$ cat src/rtl/mac_group_acc_pkg.sv
// Parameters shared by the multiply-add stage and its downstream group accumulator.
// The accumulator width also fixes the type of each group sum.
package mac_group_acc_pkg;
    localparam int DATA_OUT_size = 16;
    localparam int MAC_LATENCY   = 3;
    localparam int ACC_size      = 24;
    localparam int FIFO_DEPTH    = 4;

    typedef logic [ACC_size-1:0] acc_t;

    // Occupancy counters need one extra bit so that "full" can be represented.
    function automatic int countWidth(input int depth);
        return $clog2(depth) + 1;
    endfunction
endpackage

$ cat src/rtl/mac_group_acc_if.sv
// Bundle of MAC-result inputs and group-sum output signals for mac_group_acc.
// The master modport is the accumulator side; the slave modport is the producer/consumer side.
interface mac_group_acc_if import mac_group_acc_pkg::*; #(
    parameter int IN_W  = DATA_OUT_size,
    parameter int ACC_W = ACC_size,
    parameter int DEPTH = FIFO_DEPTH
);
    logic                   op_valid;
    logic [IN_W-1:0]        mac_data;
    logic                   clear;
    logic [ACC_W-1:0]       out_data;
    logic                   out_valid;
    logic                   out_ready;
    logic [$clog2(DEPTH):0] fifo_count;
    logic                   sat_flag;
    logic                   drop_flag;

    modport master (
        input  op_valid, mac_data, clear, out_ready,
        output out_data, out_valid, fifo_count, sat_flag, drop_flag
    );

    modport slave (
        output op_valid, mac_data, clear, out_ready,
        input  out_data, out_valid, fifo_count, sat_flag, drop_flag
    );
endinterface

$ cat src/rtl/mac_group_acc_sum_fifo.sv
// Small FIFO for completed group sums; head is shown combinationally and reads as 0 when empty.
// A push into a full FIFO is accepted only when a pop happens in the same cycle.
module mac_group_acc_sum_fifo #(
    parameter int DEPTH = 4,
    parameter int W     = 24
) (
    input  logic                   clock,
    input  logic                   reset_n,
    input  logic                   push,
    input  logic [W-1:0]           pushData,
    input  logic                   pop,
    output logic [W-1:0]           headData,
    output logic                   full,
    output logic                   empty,
    output logic [$clog2(DEPTH):0] count
);
    localparam int PTR_W = $clog2(DEPTH);
    localparam int CNT_W = PTR_W + 1;
    localparam logic [PTR_W-1:0] PTR_ONE = PTR_W'(1);
    localparam logic [CNT_W-1:0] CNT_ONE = CNT_W'(1);

    logic [W-1:0]     mem [DEPTH];
    logic [PTR_W-1:0] wrPtr;
    logic [PTR_W-1:0] rdPtr;
    logic             pushOk;
    logic             popOk;

    assign full     = (count == CNT_W'(DEPTH));
    assign empty    = (count == '0);
    assign popOk    = pop & ~empty;
    assign pushOk   = push & (~full | popOk);
    assign headData = empty ? '0 : mem[rdPtr];

    always_ff @(posedge clock) begin
        if (pushOk) begin
            mem[wrPtr] <= pushData;
        end
    end

    // Power-of-two depth lets the pointers wrap by plain overflow.
    always_ff @(posedge clock or negedge reset_n) begin
        if (!reset_n) begin
            wrPtr <= '0;
            rdPtr <= '0;
            count <= '0;
        end else begin
            if (pushOk) begin
                wrPtr <= wrPtr + PTR_ONE;
            end
            if (popOk) begin
                rdPtr <= rdPtr + PTR_ONE;
            end
            if (pushOk && !popOk) begin
                count <= count + CNT_ONE;
            end else if (!pushOk && popOk) begin
                count <= count - CNT_ONE;
            end
        end
    end
endmodule

$ cat src/rtl/mac_group_acc.sv
// Qualifies MAC results with a latency-matched valid delay line, sums groups of GROUP_LEN
// results into a saturating accumulator and queues finished sums for a valid/ready consumer.
module mac_group_acc import mac_group_acc_pkg::*; #(
    parameter int MAC_LAT   = MAC_LATENCY,
    parameter int IN_W      = DATA_OUT_size,
    parameter int ACC_W     = ACC_size,
    parameter int GROUP_LEN = 4,
    parameter int DEPTH     = FIFO_DEPTH
) (
    input  logic            clock,
    input  logic            reset_n,
    mac_group_acc_if.master bus
);
    localparam logic [7:0] LAST_IDX = 8'(GROUP_LEN - 1);

    logic [MAC_LAT-1:0]     vldDly;
    logic [ACC_W-1:0]       accReg;
    logic [ACC_W-1:0]       accNext;
    logic [ACC_W-1:0]       accBase;
    logic [7:0]             grpCnt;
    logic [7:0]             grpNext;
    logic [7:0]             grpBase;
    logic                   satFlag;
    logic                   satNext;
    logic                   dropFlag;
    logic                   dropNext;
    logic                   sampleQual;
    logic [ACC_W:0]         sumWide;
    logic [ACC_W-1:0]       sumClamp;
    logic                   sumOvf;
    logic                   pushReq;
    logic                   popReq;
    logic                   fifoFull;
    logic                   fifoEmpty;
    logic [ACC_W-1:0]       fifoHead;
    logic [$clog2(DEPTH):0] fifoCount;

    // Valid tag travels alongside the MAC pipeline so its tail lines up with mac_data.
    always_ff @(posedge clock or negedge reset_n) begin
        if (!reset_n) begin
            vldDly <= '0;
        end else begin
            vldDly[0] <= bus.op_valid;
            for (int i = 1; i < MAC_LAT; i++) begin
                vldDly[i] <= vldDly[i-1];
            end
        end
    end

    assign sampleQual = vldDly[MAC_LAT-1];
    assign popReq     = ~fifoEmpty & bus.out_ready;

    // A same-cycle clear restarts from an empty group, so the sample opens a fresh group.
    always_comb begin
        accBase  = bus.clear ? '0 : accReg;
        grpBase  = bus.clear ? '0 : grpCnt;
        sumWide  = {1'b0, accBase} + (ACC_W+1)'(bus.mac_data);
        sumOvf   = sumWide[ACC_W];
        sumClamp = sumOvf ? '1 : sumWide[ACC_W-1:0];
        accNext  = accBase;
        grpNext  = grpBase;
        satNext  = bus.clear ? 1'b0 : satFlag;
        pushReq  = 1'b0;
        if (sampleQual) begin
            if (sumOvf) begin
                satNext = 1'b1;
            end
            if (grpBase == LAST_IDX) begin
                pushReq = 1'b1;
                accNext = '0;
                grpNext = '0;
            end else begin
                accNext = sumClamp;
                grpNext = grpBase + 8'd1;
            end
        end
        dropNext = bus.clear ? 1'b0 : dropFlag;
        if (pushReq && fifoFull && !popReq) begin
            dropNext = 1'b1;
        end
    end

    always_ff @(posedge clock or negedge reset_n) begin
        if (!reset_n) begin
            accReg   <= '0;
            grpCnt   <= '0;
            satFlag  <= 1'b0;
            dropFlag <= 1'b0;
        end else begin
            accReg   <= accNext;
            grpCnt   <= grpNext;
            satFlag  <= satNext;
            dropFlag <= dropNext;
        end
    end

    mac_group_acc_sum_fifo #(
        .DEPTH (DEPTH),
        .W     (ACC_W)
    ) sum_fifo (
        .clock    (clock),
        .reset_n  (reset_n),
        .push     (pushReq),
        .pushData (sumClamp),
        .pop      (popReq),
        .headData (fifoHead),
        .full     (fifoFull),
        .empty    (fifoEmpty),
        .count    (fifoCount)
    );

    assign bus.out_data   = fifoHead;
    assign bus.out_valid  = ~fifoEmpty;
    assign bus.fifo_count = fifoCount;
    assign bus.sat_flag   = satFlag;
    assign bus.drop_flag  = dropFlag;
endmodule

$ cat src/flat_wrapper.sv
// flat-port wrapper written by rule: the top's interface ports become plain ports
module mac_group_acc_flat import mac_group_acc_pkg::*;
#(
    parameter int MAC_LAT   = MAC_LATENCY,
    parameter int IN_W      = DATA_OUT_size,
    parameter int ACC_W     = ACC_size,
    parameter int GROUP_LEN = 4,
    parameter int DEPTH     = FIFO_DEPTH
)
  (clock, reset_n, bus_op_valid, bus_mac_data, bus_clear, bus_out_ready, bus_out_data, bus_out_valid, bus_fifo_count, bus_sat_flag, bus_drop_flag);
  mac_group_acc_if #(.IN_W(IN_W), .ACC_W(ACC_W), .DEPTH(DEPTH)) bus_i ();
  input  logic clock;
  input  logic reset_n;
  input wire logic [$bits(bus_i.op_valid)-1:0] bus_op_valid;
  input wire logic [$bits(bus_i.mac_data)-1:0] bus_mac_data;
  input wire logic [$bits(bus_i.clear)-1:0] bus_clear;
  input wire logic [$bits(bus_i.out_ready)-1:0] bus_out_ready;
  output wire logic [$bits(bus_i.out_data)-1:0] bus_out_data;
  output wire logic [$bits(bus_i.out_valid)-1:0] bus_out_valid;
  output wire logic [$bits(bus_i.fifo_count)-1:0] bus_fifo_count;
  output wire logic [$bits(bus_i.sat_flag)-1:0] bus_sat_flag;
  output wire logic [$bits(bus_i.drop_flag)-1:0] bus_drop_flag;
  assign bus_i.op_valid = bus_op_valid;
  assign bus_i.mac_data = bus_mac_data;
  assign bus_i.clear = bus_clear;
  assign bus_i.out_ready = bus_out_ready;
  assign bus_out_data = bus_i.out_data;
  assign bus_out_valid = bus_i.out_valid;
  assign bus_fifo_count = bus_i.fifo_count;
  assign bus_sat_flag = bus_i.sat_flag;
  assign bus_drop_flag = bus_i.drop_flag;
  mac_group_acc #(.MAC_LAT(MAC_LAT), .IN_W(IN_W), .ACC_W(ACC_W), .GROUP_LEN(GROUP_LEN), .DEPTH(DEPTH)) u_core (.clock(clock), .reset_n(reset_n), .bus(bus_i));
endmodule
$ cat config.mk
export PLATFORM = sky130hd
export DESIGN_NAME = mac_group_acc_flat
export DESIGN_NICKNAME = d
export VERILOG_FILES = /design/src/rtl/mac_group_acc_pkg.sv /design/src/rtl/mac_group_acc_if.sv /design/src/rtl/mac_group_acc_sum_fifo.sv /design/src/rtl/mac_group_acc.sv /design/src/flat_wrapper.sv
export SDC_FILE = /design/constraint.sdc
export NUM_CORES = 1
export LEC_CHECK = 0
export ABC_AREA = 1
export CORE_ASPECT_RATIO = 1.75
export CORE_MARGIN = 8
export CORE_UTILIZATION = 60
export DETAILED_ROUTE_END_ITERATION = 7
export PLACE_DENSITY = 0.92
export SYNTH_ARGS = -nofsm -noshare
export SYNTH_HDL_FRONTEND = slang
export SYNTH_HIERARCHICAL = 1
export SYNTH_SLANG_ARGS = --single-unit
$ cat constraint.sdc
create_clock -name clock -period 3.43 [get_ports clock]
set_input_delay 0.686 -clock clock [delete_from_list [all_inputs] [get_ports clock]]
set_output_delay 0.686 -clock clock [all_outputs]
set_load 0.005 [all_outputs]
* Yosys cells after proc, flatten, opt, wreduce, memory -nomap -nowiden *
Memories as Yosys holds them, arrays and structs flattened.
Cells that the tools add are included.

word-level totals
  memories kept = 1
  memory bits (writable) = 96
  word-level logic and storage cells = 52
  output and inout bits = 30
  flip-flop bits (word level) = 44
  bits of input ports = 21

memory list
  memory               words  bits a word  read ports  clocked after memory_dff  write ports  RTL line                      text
  u_core.sum_fifo.mem  4      24           1           0                         1            mac_group_acc_sum_fifo.sv:22  logic [W-1:0] mem [DEPTH];

cells by class
  equal/unequal tests = 2
  add/sub/neg operators = 6
  mux-type cells = 19
  bitwise logic cells = 6
  reduce and logical (&&, ||, !) cells = 10

operators with widths
  kind                 count
  $mux 24              5
  $add 24x16->25       1
  $mux 8               3
  $mux 1               9
  $add 8x1->8 const B  1
  $eq 8x2->1 const B   1
  $mux 3               2
  $add 2x1->2 const B  2
  $logic_and 1x1->1    4
  $reduce_bool 2->1    2
  $add 3x1->3 const B  1
  $and 1x1->1          3
  $eq 3x3->1 const B   1
  $logic_not 1->1      3
  $logic_not 3->1      1
  $sub 3x1->3 const B  1
  $not 1->1            2
  $or 1x1->1           1

* Longest topological paths before layout *
Gate-level depths: netlist of run 1.

  depth after elaboration = 10
  depth in mapped cells = 19
  gate-level depth less buffers = 18

* By module *
The synthesis of run 1 kept the hierarchy.

modules (own cells, without submodules)
  module                  cells each  times used  area each (sq um)
  mac_group_acc_sum_fifo  438         1           4521.8
  mac_group_acc           533         1           3235.6

* Worst setup path after synthesis of run 1 *
OpenSTA, ideal clock, no wires.

  path kind = in2reg
  start point = input bus_clear
  end point = memory u_core.sum_fifo.mem[0][0], enable pin
  cell stages on the path = 7
  arrival time = 2.766 ns
  library setup time = 0.405 ns
  required time = 3.025 ns
  slack = 0.259 ns
  buffers on the path = 1
  cell sequence = clkbuf_1 nor2_1 ha_1 nand3b_1 nor2_1 nand2_1 nor2_1

on the way
  longest elaborated chain between the ends = 7

RTL lines
  what                          RTL line                      text
  start: declaration            flat_wrapper.sv:16            input wire logic [$bits(bus_i.clear)-1:0] bus_clear;
  $mux 8                        mac_group_acc.sv:56           grpBase = bus.clear ? '0 : grpCnt;
  $eq 8x2->1                    mac_group_acc.sv:68           if (grpBase == LAST_IDX) begin
  $mux 1                        mac_group_acc.sv:68
  $mux 1                        mac_group_acc.sv:64           if (sampleQual) begin
  via u_core.pushReq            mac_group_acc.sv:31           logic pushReq;
  $and 1x1->1                   mac_group_acc_sum_fifo.sv:31  assign pushOk = push & (~full | popOk);
  $mux 1                        mac_group_acc_sum_fifo.sv:35  if (pushOk) begin
  $mux 1 (not written as such)  mac_group_acc_sum_fifo.sv:36  mem[wrPtr] <= pushData;
  end: declaration              mac_group_acc_sum_fifo.sv:22

The timed path passes the listed nets, and every way through them passes these cells.

* Worst setup path after layout of run 1 *
  start point = input bus_clear
  end point = register u_core.accReg[16]

on the way
  longest elaborated chain between the ends = 5
  elaborated cells on any way between the ends = 7
  classes of those cells = add/sub (1); eq/ne (1); mux (5)

RTL lines
  what                     RTL line             text
  $mux 24                  mac_group_acc.sv:55  accBase = bus.clear ? '0 : accReg;
  $add 24x16->25           mac_group_acc.sv:57  sumWide = {1'b0, accBase} + (ACC_W+1)'(bus.mac_data);
  $mux 24                  mac_group_acc.sv:59  sumClamp = sumOvf ? '1 : sumWide[ACC_W-1:0];
  via u_core.sumClamp[16]  mac_group_acc.sv:29  logic [ACC_W-1:0] sumClamp;
  $mux 24                  mac_group_acc.sv:68
  $mux 24                  mac_group_acc.sv:64
  via u_core.accNext[16]   mac_group_acc.sv:18  logic [ACC_W-1:0] accNext;
  end signal: assignment   mac_group_acc.sv:90  accReg <= accNext;
  end: declaration         mac_group_acc.sv:17  logic [ACC_W-1:0] accReg;

The timed path passes the listed nets, and every way through them passes these cells.
A chain may end at the register's enable or synchronous reset.

==> results.yml, run 1 <==
outcome:
  status: "finished clean"
yosys:
  synth_compound_area_frac: 0.0321
  ys_ff_latch: 140
  synth_edf_count: 96
  synthTopCellsByArea: "edfxtp_1 (37%), nand2_1 (16%), dfrtp_1 (14%)"
  synthArstFlopShare: 0.314
  synth_nets: 1016
  syn-instance-count: 971
  synth-xor-area-share: 0.0135
  synth.area.mux_share: 0
  yosysTopAreaCellShare: 0.372
  synth-simple-area-share: 0.277
  synth_area_mm2: 0.00776
  ys_warn_count: 6
  avgSynthCellArea_um2: 7.99
  yosysSeqAreaShare: 0.514
  synthAdderAreaFrac: 0.0406
  synth_top_family_by_area: "simple AND/OR/NAND/NOR gates"
  ys.flop_type: "edfxtp_1"
  post_synth_num_cell_types: 32
  synth_top_cell_by_area: "edfxtp_1"
power:
  ir_worst_vdd_mv: 0.397
  pwr-share-comb: 0.357
  switching_power_uw: 2060
  leakage_uw: 0.00468
  p_int_uw: 4050
  power.share.clock: 0.312
  p_per_area_mw_per_mm2: 657
  switching_share: 0.338
  p_seq_frac: 0.331
finish:
  n_antenna_cell: 0
  final_layout_size_suffix_gt1_frac: 0.0984
  nets: 1099
  final_core_util: 0.727
  layout.cells.non_filler: 1238
  area_growth_pct: 20.0
floorplan:
  initial_core_util: 0.606
  io_pins: 51
  die_area_mm2: 0.0170
  die_x_um: 102
  std_cell_rows: 55
  core-area_mm2: 0.0128
  die_y_um: 166
sta:
  slew_viol_final: 0
  tightest_slew_ps: 1090
  setup-violations-final: 0
  period_share: 0.966
  setup_tns_ps: 0
  hold_viol: 0
  finClkSkew_ps: 9.15
  rsz0062_at_grt: "no"
  hold_ws_ps: 348
  period_minus_slack_ps: 3310
  slew_headroom: 0.276
  timing.fmax_mhz: 302
global_route:
  grt-ovfl-total: 0
  grt_pass1_vias: 6743
  grt_pass1_wl_um: 32900
  grt_use_total: 0.255
  grt_max_degree: 51
  antenna_found_initial: 0
critical_path:
  critPathArrivalTime_ps: 3600
  worstSetupStartpointType: "input port"
  crit_type: "in2reg"
  end_kind: "flop"
  worstPathRequired_ps: 3720
  cp_max_fo: 12
  r2r_slack_ps: 270
drt:
  wl_per_cell_um: 17.2
  routed_wl_um: 21300
  drt_pre_antenna_iters: 7
  drtAntennaViolNets: 0
  via_count: 6802
  drc_errors: 0
  detail_route.iter0.violations: 684
  viasPerCell: 5.49
placed_design:
  gp_congestion: 1.02
  dp_hpwl_um: 14100
  portBuffers: 50
  dp_cells: 1206
clock_network:
  clock_latency_ps: 410
  cts_resized: 0
  clockBufferDepth: 2
  cts_buffers: 17
  cts_root_buffer: "clkbuf_16"
  cts_tree: "built"
  post_cts_buffers: 0
  path_clk_slew_ps: 60
  cts-htree-levels: 4
  ctsHoldBuffers: 0
  numClockSinks: 140
hold_path:
  worstHoldPathType: "reg2reg"
run:
  drv_cap: 0
cell families after synthesis:
logic type / count (synthesis)
simple gates: 507
buf+inv: 240
flops: 140
compound gates: 48
fa+ha+maj: 24
xor+xnor: 12
registers in the layout, indices dropped and copies added (netlist names):
name,flops
u_core/accReg,24
u_core/bus.drop_flag,1
u_core/bus.sat_flag,1
u_core/grpCnt,8
u_core/sum_fifo/count,3
u_core/sum_fifo/mem,96
u_core/sum_fifo/rdPtr,2
u_core/sum_fifo/wrPtr,2
u_core/vldDly,3
cell usage in the layout, fill, tap and decap left out, types with 2 or more instances in the layout:
cell type,instances
or2_2,7
nor2_2,5
a21oi_1,34
ha_1,22
bufinv_16,3
clkdlybuf4s50_1,49
xor2_1,6
fa_1,2
dfrtp_1,44
nor3_1,4
inv_6,2
nand3_2,10
clkinvlp_4,3
clkinv_4,3
nand2_2,2
a21o_1,2
nor3_2,2
nand3_1,88
clkbuf_8,2
nand2_1,323
inv_1,207
inv_2,5
xnor2_1,6
buf_12,5
nand4_1,6
clkbuf_16,17
buf_4,36
nor2_1,57
edfxtp_1,96
o21ai_0,10
synthesized netlist by cell type, types with 2 or more instances:
| master | count |
|---|---|
| nand4_1 | 6 |
| nand2_2 | 2 |
| buf_6 | 4 |
| xnor2_1 | 6 |
| clkbuf_1 | 8 |
| nor3_2 | 2 |
| inv_1 | 207 |
| a21oi_1 | 34 |
| nand3_2 | 10 |
| o21ai_0 | 10 |
| xor2_1 | 6 |
| or2_2 | 7 |
| nor2_1 | 61 |
| nand2_1 | 323 |
| buf_2 | 12 |
| nor3_1 | 4 |
| nand3_1 | 88 |
| buf_4 | 2 |
| dfrtp_1 | 44 |
| a21o_1 | 2 |
| ha_1 | 22 |
| fa_1 | 2 |
| edfxtp_1 | 96 |
| inv_2 | 5 |
through the flow:
stage / setup slack, ps / total power [µW] / cell area, µm²
5_1_grt: 10.3 / 6390 / 9310
2_1_floorplan: 259 / 3230 / 7760
3_3_place_gp: -78.7 / 4100 / 8690
3_5_place_dp: -141 / 4170 / 8690
6_report: 116 / 6120 / 9310
4_1_cts: 140 / 6110 / 9310
final cells by class:
cell class / count / area [µm²]
Timing Repair Buffer: 91 / 866
Fill cell: 895 / 3490
Tap cell: 171 / 214
Sequential cell: 140 / 3980
Inverter: 213 / 802
Clock inverter: 12 / 160
Multi-Input combinational cell: 591 / 2830
Clock buffer: 20 / 457
routing by layer:
metal	share of wire	routed length, µm	GRT usage
met2	0.54	11500	0.457
met1	0.35	7410	0.264
met3	0.067	1440	0.0459
met5	0	0	0
met4	0.047	1000	0.156
power by group through the flow:
stage / combinational [µW] / sequential, µW / clock (µW)
after floorplan: 1190 / 2030 / 0
after global placement: 2060 / 2050 / 0
after detailed placement: 2120 / 2050 / 0
after CTS: 2170 / 2020 / 1920
after global routing: 2360 / 2030 / 1990
final: 2190 / 2020 / 1910
worst max-delay path, cell delays in order:
cell	delay, ps
clkdlybuf4s50_1	650
buf_4	270
nor2_1	90
ha_1	310
nand2_1	110
inv_1	50
a21oi_1	240
nand2_1	180
nand3_1	140
nand2_2	130
inv_2	130
buf_12	150
nand3_1	230
nand2_1	130
o21ai_0	90
worst paths after layout:
path	cells past startpoint	endpoint	startpoint
setup / recovery	15	u_core/accReg[16]	bus_clear
hold / removal	0	u_core/vldDly[2]	u_core/vldDly[1]
setup reg to reg	18	u_core/sum_fifo/count[2]	u_core/sum_fifo/count[1]
hold reg to reg	0	u_core/vldDly[2]	u_core/vldDly[1]
max in group asynchronous	1	u_core/sum_fifo/count[0]	reset_n
min in group asynchronous	1	u_core/accReg[6]	reset_n
Note: power is estimated with default switching activity, not from simulation.
==> run 2: changes to the inputs <==
Settings changed: CORE_UTILIZATION 60 to 54, PLACE_DENSITY 0.92 to 0.88.
Clock period 3.43 ns to 2.84 ns, I/O delays scaled along.
==> run 2 against run 1 <==
Against the previous run: the flow now finishes with violations (DRC); clock skew grew 2.1 ps; routed wire length increased by 2.1%; design area up 4.7%; sequential share of layout area down 1.9 points; first-iteration DRC count grew 19%; register-to-register slack hardly changed; global-route usage down 1.5 points; critical path depth shrank 9; sequential cell count unchanged; highest routed layer unchanged.
==> results.yml, run 2 (synthesis results as in run 1) <==
placed_design:
  dp_hpwl_um: 14500
  gp_congestion: 1.04
  dp_slack_ps: -478
  portBuffers: 50
  dp_cells: 1260
sta:
  period_minus_slack_ps: 2740
  period_share: 0.965
  finClkSkew_ps: 11.2
  hold_viol: 0
  slew_viol_final: 0
  slew_headroom: 0.626
  layout_setup_ws_ps: 99.5
  timing.fmax_mhz: 365
  rsz0062_at_grt: "no"
  hold_ws_ps: 68.9
  setup-violations-final: 0
  setup_tns_ps: 0
  tightest_slew_ps: 555
global_route:
  grt_pass1_wl_um: 34800
  grt-ovfl-total: 0
  grt_pass1_vias: 7071
  grt_use_total: 0.240
  antenna_found_initial: 0
  grt_max_degree: 35
clock_network:
  cts_tree: "built"
  clock_latency_ps: 430
  cts_buffers: 17
  path_clk_slew_ps: 60
  cts-htree-levels: 4
  cts_root_buffer: "clkbuf_16"
  numClockSinks: 140
  clockBufferDepth: 2
floorplan:
  die_x_um: 107
  die_y_um: 175
  die_area_mm2: 0.0186
  std_cell_rows: 58
  initial_core_util: 0.545
  io_pins: 51
  core-area_mm2: 0.0142
power:
  p_per_area_mw_per_mm2: 792
  ir_worst_vdd_mv: 0.484
  leakage_uw: 0.00493
finish:
  final_layout_size_suffix_gt1_frac: 0.138
  area_growth_pct: 25.7
  layout.cells.non_filler: 1292
  multi_input_area_mm2: 0.00284
  n_antenna_cell: 0
  regMostFlops: "u_core/sum_fifo/mem"
  nets: 1144
  largest_register_ffs: 96
  reg.largest.list: "u_core/sum_fifo/mem x96, u_core/accReg x24, u_core/grpCnt x8"
  final_cell_mix: "nand2_1 (323), inv_1 (207), edfxtp_1 (96), nand3_1 (88), buf_4 (77)"
  filler_cell_count: 1030
  regArea_mm2: 0.00399
  final_common_cell: "nand2_1"
drt:
  drt_pre_antenna_iters: 8
  viasPerCell: 5.45
  drc_errors: 1
  drtAntennaViolNets: 0
  detail_route.iter0.violations: 816
  wl_per_cell_um: 16.8
  via_count: 7045
  routed_wl_um: 21800
critical_path:
  worstSetupStartpointType: "flop"
  critPathArrivalTime_ps: 2170
  crit_type: "reg2out"
  cp_max_fo: 33
  worstPathRequired_ps: 2270
  end_kind: "primary output"
hold_path:
  worstHoldPathType: "in2async"
run:
  drv_cap: 0
outcome:
  violations: "DRC"
  status: "finished, violations left"
## run 2: changes by cell type in the layout (fill, tap and decap cells not counted), moves of 2 or more
| cell | previous run | this run |
|---|---|---|
| buf_12 | 5 | 7 |
| a21oi_2 | 0 | 3 |
| buf_6 | 0 | 2 |
| clkinvlp_4 | 3 | 1 |
| clkinv_4 | 3 | 1 |
| dfrtp_2 | 0 | 2 |
| buf_4 | 36 | 77 |
| a21oi_1 | 34 | 31 |
| bufinv_16 | 3 | 6 |
| dfrtp_1 | 44 | 42 |
## run 2: area by class of cell
cell class | count | share of cell area
well taps | 180 | 0.0231
inverters | 213 | 0.0823
clock buffers | 20 | 0.0458
repair buffers | 136 | 0.126
clock inverters | 12 | 0.0223
multi-input cells | 591 | 0.291
flip-flops and latches | 140 | 0.409
## run 2: per-stage QoR
| step | power (µW) | util | cell area [µm²] |
|---|---|---|---|
| after global placement | 5040 | 0.637 | 9070 |
| after floorplan | 3900 | - | 7760 |
| after CTS | 7690 | 0.684 | 9730 |
| after global routing | 8080 | 0.685 | 9750 |
| after detailed placement | 5120 | 0.637 | 9070 |
| final | 7720 | 0.685 | 9750 |
## run 2: what timing repair did
| item | 4_1_cts | 5_1_grt |
|---|---|---|
| hold buffers | 0 | 0 |
| pin swaps | 0 | 0 |
| resized for setup | 1 | 9 |
| buffers inserted | 0 | 0 |
| setup endpoints to repair | 101 | 59 |
## run 2: report_power, final
| group | leakage [µW] | switching [µW] | internal (µW) |
|---|---|---|---|
| registers | 0.00145 | 78.7 | 2370 |
| logic | 0.00317 | 1530 | 1200 |
| clock network | 0.000320 | 878 | 1670 |
## run 2: worst paths after layout
kind / start / end / slack, ps / depth (start not counted)
worst max-delay path: u_core/sum_fifo/rdPtr[0] / bus_out_data[9] / 100 / 6
max in group asynchronous: reset_n / u_core/accReg[8] / 2180 / 2
worst min-delay path: reset_n / u_core/sum_fifo/rdPtr[1] / 70 / 1
min in group clock: u_core/vldDly[1] / u_core/vldDly[2] / 350 / 0
worst min register to register: u_core/vldDly[1] / u_core/vldDly[2] / 350 / 0
worst max register to register: u_core/accReg[0] / u_core/sum_fifo/mem[3][18] / 280 / 13
## run 2: metal layers
metal	GRT usage	routed length, µm	vias to the layer above
met5	0	0	-
met4	0.149	1370	0
met3	0.0475	1700	120
met2	0.426	11400	452
met1	0.250	7310	3221
li1	-	-	3252
## run 2: worst max-delay path, cell delays in order (launching register included)
cell and delay, ps:
dfrtp_1 380, inv_2 150, buf_6 230, nand2_1 90, nand3_1 70, a21oi_1 250
clkdlybuf4s50_1 560
==> run 3: changes to the inputs <==
Settings changed: CORE_MARGIN 8 to 5.
==> run 3 against run 2 <==
Against the previous run: the run now ends clean; clock-buffer cell count decreased by 3; routed wire length fell by 1.7%; sequential cell count did not move; global-route usage increased by 1.9 points; highest routed layer unchanged.
==> results.yml, run 3 (synthesis results as in run 1) <==
outcome:
  status: "finished clean"
power:
  pwr-share-comb: 0.370
  p_per_area_mw_per_mm2: 759
  ir_worst_vdd_mv: 0.527
  p_seq_frac: 0.333
  leakage_uw: 0.00492
  power_uw: 7350
  switching_share: 0.349
  switching_power_uw: 2570
  p_int_uw: 4790
  power.share.clock: 0.297
sta:
  tightest_slew_ps: 668
  period_minus_slack_ps: 2760
  hold_viol: 0
  rsz0062_at_grt: "no"
  period_share: 0.973
  layout_setup_ws_ps: 77.4
  setup-violations-final: 0
  finClkSkew_ps: 17.3
  timing.fmax_mhz: 362
  slew_viol_final: 0
  slew_headroom: 0.555
  setup_tns_ps: 0
finish:
  final_layout_size_suffix_gt1_frac: 0.147
  largest_register_ffs: 96
  final_core_util: 0.681
  n_antenna_cell: 0
  regArea_mm2: 0.00398
  layout.cells.non_filler: 1299
  multi_input_area_mm2: 0.00284
  nets: 1151
  reg.largest.list: "u_core/sum_fifo/mem x96, u_core/accReg x24, u_core/grpCnt x8"
  area_growth_pct: 24.9
  regMostFlops: "u_core/sum_fifo/mem"
  filler_cell_count: 1046
  final_cell_mix: "nand2_1 (323), inv_1 (207), edfxtp_1 (96), nand3_1 (88), buf_4 (87)"
  final_common_cell: "nand2_1"
critical_path:
  critPathArrivalTime_ps: 2190
  reg2reg_depth: 13
  critPathTopFamily: "buffers and inverters"
  path_buf_inv: 3
  cp_slowest_cell: "clkdlybuf4s50_1"
  r2r_slack_ps: 320
  cpPeakStageDelay_ps: 550
  path_cells: "nor2_1 > nand2_1 > inv_1 > buf_4 > a21oi_1 > clkdlybuf4s50_1"
  r2r_start: "u_core/accReg[0]"
  worstPathRequired_ps: 2270
  reg2reg_to: "u_core/sum_fifo/mem[1][15]"
  end_kind: "primary output"
  crit_type: "reg2out"
  worstSetupStartpointType: "flop"
  cp_max_fo: 24
drt:
  drc_errors: 0
  route.met3.wl_um: 1350
  via_count: 7029
  wl_met1_um: 7430
  drtAntennaViolNets: 0
  detail_route.iter0.violations: 826
  dr.max_layer_used: "met4"
  viasPerCell: 5.41
  wl_met2_um: 11200
  wl_per_cell_um: 16.5
  routed_wl_um: 21400
  drt_pre_antenna_iters: 8
clock_network:
  path_clk_slew_ps: 70
  clockBufferDepth: 2
  cts-htree-levels: 4
  numClockSinks: 140
  post_cts_buffers: 0
  cts_buffers: 17
  clock_latency_ps: 430
  cts_tree: "built"
  cts_root_buffer: "clkbuf_16"
global_route:
  grt_pass1_vias: 6959
  grt_use_total: 0.259
  grt_pass1_wl_um: 33600
  grt-ovfl-total: 0
  grt_max_degree: 27
  antenna_found_initial: 0
floorplan:
  std_cell_rows: 58
  die_x_um: 101
  core-area_mm2: 0.0142
  die_area_mm2: 0.0170
  die_y_um: 169
  initial_core_util: 0.545
  io_pins: 51
placed_design:
  dp_cells: 1267
  gp_congestion: 0.993
  portBuffers: 50
  dp_slack_ps: -470
  dp_hpwl_um: 14500
hold_path:
  worstHoldPathType: "in2async"
run:
  drv_cap: 0
[run 3: cell types whose count changed in the layout (fill, tap and decap cells not counted), moves of 3 or more]
cell,delta
buf_4,+10
bufinv_16,-5
clkinvlp_4,+4
inv_6,+6
nor2_1,-3
nor2_2,+3
[run 3: per-stage QoR]
stage          area [µm²]  hold WS, ps
2_1_floorplan        7760          272
3_3_place_gp         9110          332
3_5_place_dp         9110          354
4_1_cts              9680          167
5_1_grt              9690          199
6_report             9690          164
[run 3: cell type report]
type / instances / share of cell area
well taps: 180 / 0.0232
multi-input cells: 591 / 0.293
clock buffers: 17 / 0.0439
clock inverters: 15 / 0.0156
repair buffers: 143 / 0.130
flip-flops and latches: 140 / 0.411
inverters: 213 / 0.0828
[run 3: worst reg2reg max path, cell delays in order (launching register included)]
cell and delay, ps:
dfrtp_1 380, inv_1 80, nor2_1 60, ha_1 220, fa_1 410, nand2_1 110, nand3_1 90, nand3_1 100
nand2_1 90, nand3_1 120, nand2_2 120, inv_2 130, buf_12 150, nand3_1 170
[run 3: worst max-delay path by stage]
| stage | to | startpoint | depth (start not counted) | slack, ps |
|---|---|---|---|---|
| floorplan | u_core/sum_fifo/mem[0][0] | bus_clear | 7 | -210 |
| global placement | u_core/sum_fifo/mem[2][19] | bus_clear | 15 | -380 |
| detailed placement | u_core/sum_fifo/count[2] | bus_clear | 16 | -470 |
| CTS | bus_out_data[10] | u_core/sum_fifo/count[0] | 6 | 3 |
| global route | bus_out_data[21] | u_core/sum_fifo/count[0] | 6 | 1 |
| finish | bus_out_data[8] | u_core/sum_fifo/count[0] | 6 | 80 |
[run 3: metal layers]
metal  global-route usage  up-vias
li1                     -     3264
met1                0.277     3225
met2                0.461      419
met3               0.0408      121
met4                0.170        0
met5                    0        -
[run 3: what timing repair did]
item | CTS | global route
hold buffers | 0 | 0
endpoints found under the hold margin | 0 | 0
endpoints found under the setup margin | 55 | 21
gates resized for setup | 1 | 7
pin swaps | 0 | 0
[run 3: power groups by stage]
| stage | sequential (µW) | clock (µW) | combinational [µW] |
|---|---|---|---|
| final | 2450 | 2190 | 2720 |
| after CTS | 2450 | 2190 | 2690 |
| after global routing | 2460 | 2280 | 2950 |
| after detailed placement | 2480 | 0 | 2640 |
| after floorplan | 2460 | 0 | 1440 |
| after global placement | 2470 | 0 | 2560 |
